`config.mk`:
```
export PLATFORM = sky130hd
export DESIGN_NAME = sd_data_rx_flat
export DESIGN_NICKNAME = d
export VERILOG_FILES = /design/src/rtl/sd_data_rx_if.sv /design/src/rtl/sd_data_rx.sv /design/src/flat_wrapper.sv
export SDC_FILE = /design/constraint.sdc
export NUM_CORES = 1
export LEC_CHECK = 0
export BUFFER_PORTS_ARGS = -buffer_cell sky130_fd_sc_hd__buf_4
export CORE_ASPECT_RATIO = 0.5
export CORE_UTILIZATION = 50
export CTS_BUF_LIST = sky130_fd_sc_hd__clkbuf_16
export DETAILED_ROUTE_END_ITERATION = 8
export GPL_TIMING_DRIVEN = 0
export PLACE_DENSITY = 0.67
export SKIP_LAST_GASP = 1
export SLEW_MARGIN = 15
export SYNTH_ARGS = -nofsm -noshare
export SYNTH_HDL_FRONTEND = slang
export SYNTH_SLANG_ARGS = --single-unit
```
`constraint.sdc`:
```
create_clock -name clk -period 6.1 [get_ports clk]
set_input_delay 1.22 -clock clk [delete_from_list [all_inputs] [get_ports clk]]
set_output_delay 1.22 -clock clk [all_outputs]
set_load 0.1 [all_outputs]
```
`src/rtl/sd_data_rx_if.sv`:
```
// Bus bundle between the SD DAT receiver and its bus master / sector consumer.
// The master side drives strobes and DAT; the slave side returns bytes and status.
interface sd_data_rx_if;
    logic       sample_en;
    logic [3:0] dat_in;
    logic       start;
    logic       abort;
    logic [7:0] byte_data;
    logic       byte_valid;
    logic       busy;
    logic       done;
    logic       crc_err;
    logic       end_err;
    logic       timeout;

    modport master (
        output sample_en, dat_in, start, abort,
        input  byte_data, byte_valid, busy, done,
        input  crc_err, end_err, timeout
    );

    modport slave (
        input  sample_en, dat_in, start, abort,
        output byte_data, byte_valid, busy, done,
        output crc_err, end_err, timeout
    );
endinterface

```
`src/rtl/sd_data_rx.sv`:
```
// SD 4-bit read-data block receiver: start-bit hunt, nibble-to-byte
// assembly, per-line CRC16 check, end-bit check and Nac timeout.
module sd_data_rx #(
    parameter int BLOCK_BYTES     = 512,
    parameter int TIMEOUT_STROBES = 100000
) (
    input logic         clk,
    input logic         reset,
    sd_data_rx_if.slave bus
);
    localparam int NIBS = 2 * BLOCK_BYTES;
    localparam int NW   = $clog2(NIBS) + 1;
    localparam int TW   = $clog2(TIMEOUT_STROBES + 1);
    localparam logic [NW-1:0] LAST_NIB = NW'(NIBS - 1);
    localparam logic [TW-1:0] TO_CNT   = TW'(TIMEOUT_STROBES);

    typedef enum logic [2:0] {
        S_IDLE, S_WAIT, S_DATA, S_CRC, S_END, S_DONE
    } state_e;

    state_e            state_q, state_d;
    logic [NW-1:0]     nib_q, nib_d;
    logic [TW-1:0]     tmo_q, tmo_d;
    logic [3:0]        bit_q, bit_d;
    logic [3:0][15:0]  crc_q, crc_d;
    logic [3:0]        hi_q, hi_d;
    logic [7:0]        byte_q, byte_d;
    logic              bvalid_q, bvalid_d;
    logic              busy_q, busy_d;
    logic              done_q, done_d;
    logic              crc_err_q, crc_err_d;
    logic              end_err_q, end_err_d;
    logic              tmo_flag_q, tmo_flag_d;

    function automatic logic [15:0] crc16_step(logic [15:0] c, logic b);
        return {c[14:0], 1'b0} ^ ({16{c[15] ^ b}} & 16'h1021);
    endfunction

    always_comb begin
        state_d    = state_q;
        nib_d      = nib_q;
        tmo_d      = tmo_q;
        bit_d      = bit_q;
        crc_d      = crc_q;
        hi_d       = hi_q;
        byte_d     = byte_q;
        bvalid_d   = 1'b0;
        busy_d     = busy_q;
        done_d     = 1'b0;
        crc_err_d  = crc_err_q;
        end_err_d  = end_err_q;
        tmo_flag_d = tmo_flag_q;
        if (bus.abort) begin
            state_d    = S_IDLE;
            busy_d     = 1'b0;
            crc_err_d  = 1'b0;
            end_err_d  = 1'b0;
            tmo_flag_d = 1'b0;
        end else begin
            unique case (state_q)
                S_IDLE: begin
                    if (bus.start) begin
                        state_d    = S_WAIT;
                        busy_d     = 1'b1;
                        crc_err_d  = 1'b0;
                        end_err_d  = 1'b0;
                        tmo_flag_d = 1'b0;
                        crc_d      = '0;
                        nib_d      = '0;
                        tmo_d      = '0;
                        bit_d      = '0;
                    end
                end
                S_WAIT: begin
                    if (bus.sample_en) begin
                        if (bus.dat_in == 4'h0) begin
                            state_d = S_DATA;
                        end else begin
                            tmo_d = tmo_q + 1'b1;
                            if (tmo_d == TO_CNT) begin
                                state_d    = S_DONE;
                                tmo_flag_d = 1'b1;
                                done_d     = 1'b1;
                            end
                        end
                    end
                end
                S_DATA: begin
                    if (bus.sample_en) begin
                        for (int i = 0; i < 4; i++)
                            crc_d[i] = crc16_step(crc_q[i], bus.dat_in[i]);
                        // Even nibble is the high half of the byte
                        if (!nib_q[0]) begin
                            hi_d = bus.dat_in;
                        end else begin
                            byte_d   = {hi_q, bus.dat_in};
                            bvalid_d = 1'b1;
                        end
                        nib_d = nib_q + 1'b1;
                        if (nib_q == LAST_NIB)
                            state_d = S_CRC;
                    end
                end
                S_CRC: begin
                    if (bus.sample_en) begin
                        for (int i = 0; i < 4; i++) begin
                            if (bus.dat_in[i] != crc_q[i][15])
                                crc_err_d = 1'b1;
                            crc_d[i] = {crc_q[i][14:0], 1'b0};
                        end
                        bit_d = bit_q + 4'd1;
                        if (bit_q == 4'd15)
                            state_d = S_END;
                    end
                end
                S_END: begin
                    if (bus.sample_en) begin
                        if (bus.dat_in != 4'hF)
                            end_err_d = 1'b1;
                        state_d = S_DONE;
                        done_d  = 1'b1;
                    end
                end
                S_DONE: begin
                    state_d = S_IDLE;
                    busy_d  = 1'b0;
                end
                default: state_d = S_IDLE;
            endcase
        end
    end

    always_ff @(posedge clk or posedge reset) begin
        if (reset) begin
            state_q    <= S_IDLE;
            nib_q      <= '0;
            tmo_q      <= '0;
            bit_q      <= '0;
            crc_q      <= '0;
            hi_q       <= '0;
            byte_q     <= '0;
            bvalid_q   <= 1'b0;
            busy_q     <= 1'b0;
            done_q     <= 1'b0;
            crc_err_q  <= 1'b0;
            end_err_q  <= 1'b0;
            tmo_flag_q <= 1'b0;
        end else begin
            state_q    <= state_d;
            nib_q      <= nib_d;
            tmo_q      <= tmo_d;
            bit_q      <= bit_d;
            crc_q      <= crc_d;
            hi_q       <= hi_d;
            byte_q     <= byte_d;
            bvalid_q   <= bvalid_d;
            busy_q     <= busy_d;
            done_q     <= done_d;
            crc_err_q  <= crc_err_d;
            end_err_q  <= end_err_d;
            tmo_flag_q <= tmo_flag_d;
        end
    end

    assign bus.byte_data  = byte_q;
    assign bus.byte_valid = bvalid_q;
    assign bus.busy       = busy_q;
    assign bus.done       = done_q;
    assign bus.crc_err    = crc_err_q;
    assign bus.end_err    = end_err_q;
    assign bus.timeout    = tmo_flag_q;
endmodule

```
`src/flat_wrapper.sv`:
```
// flat-port wrapper written by rule: the top's interface ports become plain ports
module sd_data_rx_flat 
#(
    parameter int BLOCK_BYTES     = 512,
    parameter int TIMEOUT_STROBES = 100000
)
  (clk, reset, bus_sample_en, bus_dat_in, bus_start, bus_abort, bus_byte_data, bus_byte_valid, bus_busy, bus_done, bus_crc_err, bus_end_err, bus_timeout);
  sd_data_rx_if bus_i ();
  input logic clk;
  input logic reset;
  input wire logic [$bits(bus_i.sample_en)-1:0] bus_sample_en;
  input wire logic [$bits(bus_i.dat_in)-1:0] bus_dat_in;
  input wire logic [$bits(bus_i.start)-1:0] bus_start;
  input wire logic [$bits(bus_i.abort)-1:0] bus_abort;
  output wire logic [$bits(bus_i.byte_data)-1:0] bus_byte_data;
  output wire logic [$bits(bus_i.byte_valid)-1:0] bus_byte_valid;
  output wire logic [$bits(bus_i.busy)-1:0] bus_busy;
  output wire logic [$bits(bus_i.done)-1:0] bus_done;
  output wire logic [$bits(bus_i.crc_err)-1:0] bus_crc_err;
  output wire logic [$bits(bus_i.end_err)-1:0] bus_end_err;
  output wire logic [$bits(bus_i.timeout)-1:0] bus_timeout;
  assign bus_i.sample_en = bus_sample_en;
  assign bus_i.dat_in = bus_dat_in;
  assign bus_i.start = bus_start;
  assign bus_i.abort = bus_abort;
  assign bus_byte_data = bus_i.byte_data;
  assign bus_byte_valid = bus_i.byte_valid;
  assign bus_busy = bus_i.busy;
  assign bus_done = bus_i.done;
  assign bus_crc_err = bus_i.crc_err;
  assign bus_end_err = bus_i.end_err;
  assign bus_timeout = bus_i.timeout;
  sd_data_rx #(.BLOCK_BYTES(BLOCK_BYTES), .TIMEOUT_STROBES(TIMEOUT_STROBES)) u_core (.clk(clk), .reset(reset), .bus(bus_i));
endmodule
```
==> impl_results.md, run 1 <==
* #FFs+latches synth at 117
* Final wirelength at 11,680 um
* RSZ-0062 raised after global routing: false
* Post-DP HPWL at 7745 um
* FF-to-FF End: u_core.state_q[0]$_DFFE_PP0P_
* Hold Crit Class: reg2reg
* # clock sinks at 117
* Fin crit share at 0.5078
* Antenna violations before repair at 0
* Largest net degree at the start of global routing at 75
* Number of fill cells at 903
* Row Count at 26
* Number of stages on the worst setup path at 8
* Fmax at 322.8 MHz
* Reg2reg start: u_core.tmo_q[0]$_DFFE_PP0P_
* Layout Cells excl Fill at 785
* Yosys top cell area share at 0.5328
* Initial drt markers at 243
* Max Cap Viol at 0
* Global-route wire length before repair at 20,580 um
* Final setup vio count at 0
* Post-route ant nets at 0
* Cell family with most CP delay: simple AND/OR/NAND/NOR gates
* Crit path capture type: flop
* Setup Buffers After CTS at 0
* Most used cell, CP: o21ai_0
* Yosys warning count at 0
* Clock transition at path regs at 0.05 ns
* Critical path required time at 6.37 ns
* Hold Path Cell Cnt at 2
* Wire per inst at 14.88 um
* Cell Area, Synth at 5495 sq um
* Worst R2R Path Depth at 8
* Remaining routing DRC violations at 0
* Total GRT Usage at 0.2305
* Post-synth net total at 605
* P_leak at 2.826 nW
* Root Driver: clkbuf_16
* Top post-synthesis cells by area: dfrtp_1, nand2_1, o21ai_0, mux2_2, nor2_1
* Vias in the first global route at 4,175
* Post-synth EDFFs at 0
* Slew margin rel. at 0.3205
* Placement-stage cell area at 5861 sq um
* Gpl congestion at 0.8471
* Mean Syn Cell Area at 9.283 sq um
* Hold Buf Count CTS at 0
* Share of cells above drive strength 1 at 0.1364
* Hold Fails Final Rpt at 0
* Finished Cell Area at 6450 sq um
* Slew @ Worst Pin at 1.010 ns
* Area added between synthesis and finish at 17.37%
* Die Span Y at 76.13 um
* CTS H-tree lvls at 4
* Initial Util at 0.5262
* Hold Crit Endpoint: u_core.crc_q[34]$_DFFE_PP0P_
* Placed cells at 754
* Primary FF master, synth: dfrtp_1
* Grt ovf at 0
* DIE AREA at 11,440 sq um
* Initial DRT Pass Iterations at 5
* Routed vias/inst at 5.525
* PwrDens at 357.0 nW/um^2
* Crit path buf inv count at 3
* Critical path class: in2reg
* Max Slew Vio Count at 0
* Fin Setup TNS at 0 ns
* Slowest stage delay, CP at 0.87 ns
* Longest Clk Path Bufs at 2
* Slowest CP cell: nor4_1
* CTS Buf Count at 17
* Hold path start: u_core.crc_q[34]$_DFFE_PP0P_
* Worst-skew pair later-pin latency at 0.41 ns
* Synth async-reset ratio at 1.000
* Crit start category: input port
* Io pins at 23
* Vias at 4,337
* Synth unique cells at 52
* Critical Path Fanout Max at 10
* Setup slack, reg-to-reg at 3.14 ns
* Final critical-path setup slack at 3.002 ns
* VDD IR max at 0.0001775 V
* Tmin final at 3.098 ns
* Final clock skew at 0.01103 ns
* Core area at 10,440 sq um
* Layout Nets at 646
* Dpl ws at 2.677 ns
* Post-synth top area cell: dfrtp_1
* Post_cts resized at 0
* Port-buffer cells at 21
* CP arrival at 3.36 ns
* Register area share after synthesis at 0.5328
* CTS tree: done
* Die extent in x at 150.3 um
* # diodes at 0
* Synthesized instance count at 592
* Status: finished clean
* Crit-path cells: buf_4 -> nor4_1 -> o21ai_0 -> nand3_1 -> clkbuf_1 -> inv_1 -> a21oi_1 -> o21ai_0
## per-layer routing
metal  share of wire  global-route usage
met5               0                   0
met4           0.010             0.06667
met3           0.052             0.07246
met2            0.43              0.3290
met1            0.51              0.3351
## Yosys cell counts, types with 11 or more instances
master,number
a21oi_1,19
nand4_1,12
nand2_1,146
nor2_1,37
xor2_1,11
o21ai_0,92
mux2_2,13
clkbuf_1,27
inv_1,11
dfrtp_1,117
xnor2_1,13
## layout make-up
| type | count | area [sq um] | area share |
|---|---|---|---|
| Tap cell | 140 | 175.2 | 0.02716 |
| Inverter | 12 | 50.05 | 0.007759 |
| Buffer | 35 | 171.4 | 0.02658 |
| Sequential cell | 117 | 2928 | 0.4539 |
| Clock buffer | 17 | 425.4 | 0.06596 |
| Clock inverter | 14 | 163.9 | 0.02541 |
| Timing Repair Buffer | 22 | 185.2 | 0.02871 |
| Multi-Input combinational cell | 428 | 2351 | 0.3645 |
## registers in the layout, indices dropped and copies added, names as in the netlist
signal and flops:
u_core.bit_q 4, u_core.bus.busy 1, u_core.bus.byte_data 8, u_core.bus.byte_valid 1
u_core.bus.crc_err 1, u_core.bus.done 1, u_core.bus.end_err 1, u_core.bus.timeout 1
u_core.crc_q 64, u_core.hi_q 4, u_core.nib_q 11, u_core.state_q 3
u_core.tmo_q 17
## how the worst max path moves through the flow
stage | from | endpoint | slack, ns
after global placement | reset | u_core.crc_q[9]$_DFFE_PP0P_ | 0.36
final | bus_dat_in[3] | u_core.tmo_q[10]$_DFFE_PP0P_ | 3.00
after detailed placement | bus_dat_in[3] | u_core.tmo_q[10]$_DFFE_PP0P_ | 2.68
after CTS | bus_dat_in[3] | u_core.tmo_q[10]$_DFFE_PP0P_ | 3.08
after global routing | bus_dat_in[3] | u_core.tmo_q[10]$_DFFE_PP0P_ | 2.82
after floorplan | reset | u_core.bit_q[0]$_DFFE_PP0P_ | 1.78
## stage by stage
| stage | hold WS [ns] | utilization | total power [mW] |
|---|---|---|---|
| floorplan | 0.4484 | - | 1.195 |
| global placement | 0.4606 | 0.5581 | 1.308 |
| detailed placement | 0.4698 | 0.5612 | 1.316 |
| CTS | 0.4815 | 0.6177 | 2.320 |
| global route | 0.5043 | 0.6177 | 2.414 |
| finish | 0.4769 | 0.6177 | 2.303 |
## power breakdown
part | switching (mW) | internal, mW
combinational | 0.334 | 0.125
clock | 0.361 | 0.636
sequential | 0.0330 | 0.815
## cell usage in the layout (no fill, tap or decap), drive strengths merged, types with 4 or more instances in the layout
master    count
nand4        15
o31ai        10
nand3        10
inv          12
and3          6
dfrtp       117
nand2       146
clkinvlp      4
mux2         14
a31oi         7
xor2         11
clkinv        7
ha            4
nor3          4
buf          28
nor2         37
nor4          8
clkbuf       46
a21oi        19
xnor2        13
o21ai        92
## cells by family after synthesis
kind of cell	share of synthesized area
buf+inv	0.03939
simple gates	0.1997
xor+xnor	0.03825
mux	0.03051
compound gates	0.1503
flops	0.5328
fa+ha+maj	0.009108
## worst min-delay path, delay by kind of cell, from the launching register on
family          cells  cell delay (ns)
compound gates      1             0.06
flops               1             0.34
simple gates        1             0.05
Power figures use the tool's default switching activity.
==> run 2, diff against run 1 <==
--- a/config.mk
+++ b/config.mk
@@ -11,7 +11,7 @@
 export CTS_BUF_LIST = sky130_fd_sc_hd__clkbuf_16
 export DETAILED_ROUTE_END_ITERATION = 8
 export GPL_TIMING_DRIVEN = 0
-export PLACE_DENSITY = 0.67
+export PLACE_DENSITY = 0.69
 export SKIP_LAST_GASP = 1
 export SLEW_MARGIN = 15
 export SYNTH_ARGS = -nofsm -noshare
==> constraint.sdc (replaced) <==
create_clock -name clk -period 2.7 [get_ports clk]
set_input_delay 0.54 -clock clk [delete_from_list [all_inputs] [get_ports clk]]
set_output_delay 0.54 -clock clk [all_outputs]
set_load 0.1 [all_outputs]
==> impl_results.md, run 2 (synthesis results as in run 1) <==
* Status: finished clean
* Global-route wire length before repair at 21,130 um (+2.6%)
* Gpl congestion at 0.8503 (+0.38%)
* Fin Setup TNS at 0 ns (unchanged)
* Hold Crit Class: in2async
* Core area at 10,440 sq um (unchanged)
* # clock sinks at 117 (unchanged)
* Critical path required time at 2.99 ns (-3.38 ns)
* Util after Layout at 0.6287 (+0.01102)
* Largest Register: u_core.crc_q
* Final wirelength at 12,120 um (+3.7%)
* Largest net degree at the start of global routing at 37 (-51%)
* CP arrival at 2.82 ns (-0.54 ns)
* Max Cap Viol at 0 (unchanged)
* Vias at 4,391 (+1.2%)
* DIE AREA at 11,440 sq um (unchanged)
* Number of fill cells at 849 (-6.0%)
* Initial drt markers at 278 (+14%)
* P_leak at 2.867 nW (+1.4%)
* Row Count at 26 (unchanged)
* Wire per inst at 15.32 um (+3.0%)
* Most common cell after layout, fill and taps aside: nand2_1
* Regs by FF count: u_core.crc_q: 64 flops, u_core.tmo_q: 17 flops, u_core.nib_q: 11 flops
* Fmax at 395.8 MHz
* Initial DRT Pass Iterations at 4 (-1)
* Share of cells above drive strength 1 at 0.1505 (+0.01410)
* RSZ-0062 raised after global routing: false
* Max Slew Vio Count at 0 (unchanged)
* Final clock skew at 0.005616 ns (-0.005416 ns)
* Placement-stage cell area at 5892 sq um (+0.53%)
* Antenna violations before repair at 0 (unchanged)
* Initial Util at 0.5262 (unchanged)
* PwrDens at 811.5 nW/um^2 (+130%)
* Final setup vio count at 0 (unchanged)
* Routed vias/inst at 5.551 (+0.48%)
* Grt ovf at 0 (unchanged)
* Total GRT Usage at 0.2379 (+0.007392)
* Design Power at 5.327 mW (+130%)
* Vias in the first global route at 4,343 (+4.0%)
* Area added between synthesis and finish at 19.47%
* Io pins at 23 (unchanged)
* Die Span Y at 76.13 um (unchanged)
* # diodes at 0 (unchanged)
* Post-route ant nets at 0 (unchanged)
* CTS Buf Count at 17 (unchanged)
* Die extent in x at 150.3 um (unchanged)
* Remaining routing DRC violations at 0 (unchanged)
* Port-buffer cells at 21 (unchanged)
* Worst-skew pair later-pin latency at 0.41 ns (about the same)
* Longest Clk Path Bufs at 2 (unchanged)
* Post-DP HPWL at 8000 um (+3.3%)
* Crit start category: flop
* Root Driver: clkbuf_16
* CTS tree: done
* Fin crit share at 0.9358
* Layout Nets at 651 (+0.77%)
* Finished Cell Area at 6565 sq um (+1.8%)
* Crit path capture type: flop
* Critical Path Fanout Max at 7 (-3)
* Commonest non-fill, non-tap cells in the layout: nand2_1, dfrtp_1, o21ai_0
* Slew margin rel. at 0.3151 (-0.005352)
* Clock transition at path regs at 0.05 ns (about the same)
* Max reg flops at 64 (unchanged)
* Setup slack, reg-to-reg at 0.17 ns (-2.97 ns)
* CTS H-tree lvls at 4 (unchanged)
* Tmin final at 2.527 ns
* VDD IR max at 0.0005029 V (+180%)
* Hold Fails Final Rpt at 0 (unchanged)
* Critical path class: reg2reg
* Slew @ Worst Pin at 1.018 ns (+0.007954 ns)
* Hold Buf Count CTS at 0 (unchanged)
## run 2: through the flow
| step | instances | worst slack [ns] | hold slack, ns |
|---|---|---|---|
| after floorplan | 592 | 0.1449 | 0.4484 |
| after global placement | 753 | -0.2280 | 0.4608 |
| after detailed placement | 756 | -0.2436 | 0.4699 |
| after CTS | 791 | 0.03457 | 0.2002 |
| after global routing | 791 | 0.007528 | 0.2176 |
| final | 791 | 0.1735 | 0.1829 |
## run 2: worst max-delay path, cell delays in order, from the launching register on
cell	delay, ns
dfrtp_2	0.38
ha_4	0.17
nand3_2	0.17
nor4_2	0.32
mux2_1	0.36
a2111o_1	0.38
nor4_4	0.24
nor3_1	0.09
a211o_1	0.28
## run 2: path summary, 6_finish.rpt
path                                              startpoint                                   to  cells past startpoint
worst max-delay path             u_core.tmo_q[0]$_DFFE_PP0P_        u_core.state_q[0]$_DFFE_PP0P_                      8
worst max register to register   u_core.tmo_q[0]$_DFFE_PP0P_        u_core.state_q[0]$_DFFE_PP0P_                      8
worst min-delay path                                   reset          u_core.tmo_q[3]$_DFFE_PP0P_                      2
worst min register to register  u_core.crc_q[41]$_DFFE_PP0P_         u_core.crc_q[41]$_DFFE_PP0P_                      2
max in group asynchronous                              reset         u_core.crc_q[13]$_DFFE_PP0P_                      4
min in group clk                               bus_dat_in[0]  u_core.bus.byte_data[0]$_DFFE_PP0P_                      2
## run 2: final cells by class
cell class | count | area, sq um | share of cell area
Clock buffer | 17 | 425.4 | 0.06480
Buffer | 35 | 171.4 | 0.02611
Sequential cell | 117 | 2932 | 0.4465
Timing Repair Buffer | 27 | 240.2 | 0.03659
Inverter | 12 | 48.80 | 0.007433
Clock inverter | 15 | 188.9 | 0.02878
Multi-Input combinational cell | 428 | 2384 | 0.3631
Tap cell | 140 | 175.2 | 0.02668
## run 2: layer usage
| layer | share of wire | GRT usage | vias up | routed length, um |
|---|---|---|---|---|
| met4 | 0.013 | 0.09596 | 0 | 160 |
| met3 | 0.042 | 0.05269 | 17 | 510 |
| met2 | 0.46 | 0.3613 | 95 | 5541 |
| met5 | 0 | 0 | - | 0 |
| met1 | 0.49 | 0.3312 | 2151 | 5908 |
| li1 | - | - | 2128 | - |
## run 2: what timing repair did
item	4_1_cts	5_1_grt
pin swaps	1	1
buffers inserted	3	0
resized for setup	7	1
setup endpoints to repair	4	4
## run 2: power by group
part | switching [mW] | internal (mW)
logic | 0.779 | 0.305
clock network | 0.809 | 1.53
registers | 0.0605 | 1.84
total | 1.65 | 3.68
==> run 3, diff against run 2 <==
--- a/config.mk
+++ b/config.mk
@@ -11,7 +11,7 @@
 export CTS_BUF_LIST = sky130_fd_sc_hd__clkbuf_16
 export DETAILED_ROUTE_END_ITERATION = 8
 export GPL_TIMING_DRIVEN = 0
-export PLACE_DENSITY = 0.69
+export PLACE_DENSITY = 0.72
 export SKIP_LAST_GASP = 1
 export SLEW_MARGIN = 15
 export SYNTH_ARGS = -nofsm -noshare
==> impl_results.md, run 3 (synthesis results as in run 1) <==
* Status: finished clean
* Io pins at 23 (unchanged)
* Initial Util at 0.5262 (unchanged)
* Hold slack final at 0.2224 ns (+0.03947 ns)
* Antenna violations before repair at 0 (unchanged)
* Hold Crit Class: in2async
* Largest Register: u_core.crc_q
* Die Span Y at 76.13 um (unchanged)
* Worst-skew pair later-pin latency at 0.41 ns (about the same)
* Initial DRT Pass Iterations at 4 (unchanged)
* Fin crit share at 0.9591 (+0.02334)
* CTS tree: done
* Number of fill cells at 858 (+1.1%)
* Layout Nets at 655 (+0.61%)
* Crit path buf inv count at 1 (+1)
* Met2 wire len at 5414 um (-2.3%)
* Remaining routing DRC violations at 0 (unchanged)
* Highest metal used: met4
* Final wirelength at 12,160 um (+0.31%)
* Wire per inst at 15.29 um (-0.20%)
* Crit path capture type: flop
* Crit-path cells: buf_4 -> nand4_4 -> nor4_4 -> mux2_1 -> a2111o_1 -> nor4_4 -> nor3_1 -> a211o_1
* Post-route ant nets at 0 (unchanged)
* CTS Buf Count at 17 (unchanged)
* Root Driver: clkbuf_16
* Fmax at 386.2 MHz (-2.4%)
* Port-buffer cells at 21 (unchanged)
* Slew margin rel. at 0.3381 (+0.02299)
* Core area at 10,440 sq um (unchanged)
* Global-route wire length before repair at 20,830 um (-1.4%)
* Multi-input gate area at 2400 sq um (+0.68%)
* PwrDens at 796.2 nW/um^2 (-1.9%)
* Row Count at 26 (unchanged)
* DRT met1 WL at 5961 um (+0.90%)
* Critical path required time at 2.99 ns (about the same)
* Internal at 3.534 mW (-3.9%)
* CP arrival at 2.88 ns (+0.06 ns)
* Die extent in x at 150.3 um (unchanged)
* Cell family with most CP delay: simple AND/OR/NAND/NOR gates
* Max reg flops at 64 (unchanged)
* Critical path class: reg2reg
* Routed vias/inst at 5.604 (+0.95%)
* Regs by FF count: u_core.crc_q: 64 flops, u_core.tmo_q: 17 flops, u_core.nib_q: 11 flops
* CTS H-tree lvls at 4 (unchanged)
* Vias at 4,455 (+1.5%)
* Grt ovf at 0 (unchanged)
* P_leak at 2.897 nW (+1.1%)
* Hold Fails Final Rpt at 0 (unchanged)
* Area added between synthesis and finish at 19.74%
* Max Cap Viol at 0 (unchanged)
* Hold Buf Count CTS at 0 (unchanged)
* Final setup vio count at 0 (unchanged)
* Combinational Power Share at 0.211 (+0.007)
* Metal3 WL at 596 um (+17%)
* Post-DP HPWL at 7792 um (-2.6%)
* Slew @ Worst Pin at 0.9837 ns (-0.03417 ns)
* Longest Clk Path Bufs at 2 (unchanged)
* Switching power at 1.705 mW (+3.4%)
* Max Slew Vio Count at 0 (unchanged)
* VDD IR max at 0.0004749 V (-5.6%)
* Vias in the first global route at 4,225 (-2.7%)
* Sw Share at 0.3254 (+0.01596)
* Slowest stage delay, CP at 0.40 ns (+0.02 ns)
* Register area at 2932 sq um (unchanged)
* Total GRT Usage at 0.2343 (-0.003648)
* DIE AREA at 11,440 sq um (unchanged)
* # clock sinks at 117 (unchanged)
* Commonest non-fill, non-tap cells in the layout: nand2_1, dfrtp_1, o21ai_0
* Share of total power in sequential cells at 0.366 (+0.009)
* Gpl congestion at 0.8803 (+3.5%)
* Share of cells above drive strength 1 at 0.1588 (+0.008241)
* Most common cell after layout, fill and taps aside: nand2_1
* Number of stages on the worst setup path at 8 (unchanged)
* Clock power share at 0.423 (-0.016)
* Largest net degree at the start of global routing at 35 (-5.4%)
* Most used cell, CP: nor4_4
* Final clock skew at 0.008290 ns (+0.002674 ns)
* Tmin final at 2.590 ns (+0.06301 ns)
* # diodes at 0 (unchanged)
* Worst R2R Path Depth at 8 (unchanged)
* Design Power at 5.239 mW (-1.7%)
* Crit start category: flop
* Slowest CP cell: nor4_4
* Critical Path Fanout Max at 10 (+3)
* Clock transition at path regs at 0.06 ns (about the same)
* Initial drt markers at 388 (+40%)
==> run 3: changes by cell type in the layout (fill, tap and decap cells not counted), sizes merged <==
cell,change
clkinvlp,-1
inv,+3
bufinv,-2
buf,+4
==> run 3: timing repair <==
action / CTS / global route
gates resized for setup: 5 / 5
endpoints found under the setup margin: 4 / 3
pin swaps: 0 / 3
setup buffers: 0 / 7
==> run 3: area by class of cell <==
cell class,instances,area share
multi-input cells,428,0.3647
repair buffers,31,0.04107
well taps,140,0.02662
clock inverters,15,0.02396
clock buffers,17,0.06465
inverters,12,0.007416
flip-flops and latches,117,0.4455
plain buffers,35,0.02605
==> run 3: path summary, 6_finish.rpt <==
path / start / slack, ns / end
max: u_core.tmo_q[4]$_DFFE_PP0P_ / 0.11 / u_core.state_q[0]$_DFFE_PP0P_
min in group clk: bus_dat_in[0] / 0.43 / u_core.bus.byte_data[0]$_DFFE_PP0P_
min: reset / 0.22 / u_core.tmo_q[9]$_DFFE_PP0P_
max in group asynchronous: reset / 1.69 / u_core.crc_q[63]$_DFFE_PP0P_
min reg2reg: u_core.crc_q[39]$_DFFE_PP0P_ / 0.48 / u_core.crc_q[39]$_DFFE_PP0P_
max reg2reg: u_core.tmo_q[4]$_DFFE_PP0P_ / 0.11 / u_core.state_q[0]$_DFFE_PP0P_
==> run 3: stage by stage <==
stage	cell area (sq um)	setup slack (ns)	util	setup TNS (ns)	instances
2_1_floorplan	5499	0.1449	-	0	592
3_3_place_gp	5832	-0.1672	0.5585	-8.383	753
3_5_place_dp	5892	-0.2062	0.5642	-0.4086	756
4_1_cts	6491	0.02261	0.6216	0	788
5_1_grt	6580	-0.02348	0.6301	-0.02348	795
6_report	6580	0.1104	0.6301	0	795
==> run 3: power by group through the flow <==
stage | clock (mW) | combinational (mW) | sequential [mW]
floorplan | 0 | 0.617 | 2.08
global placement | 0 | 1.00 | 1.94
detailed placement | 0 | 1.02 | 1.95
CTS | 2.23 | 1.04 | 1.92
global route | 2.32 | 1.23 | 1.93
finish | 2.22 | 1.11 | 1.92
==> run 3: layer usage <==
metal / track usage / up-vias
met5: 0 / -
met4: 0.08485 / 0
met3: 0.05749 / 19
met2: 0.3364 / 108
met1: 0.3432 / 2197
li1: - / 2131
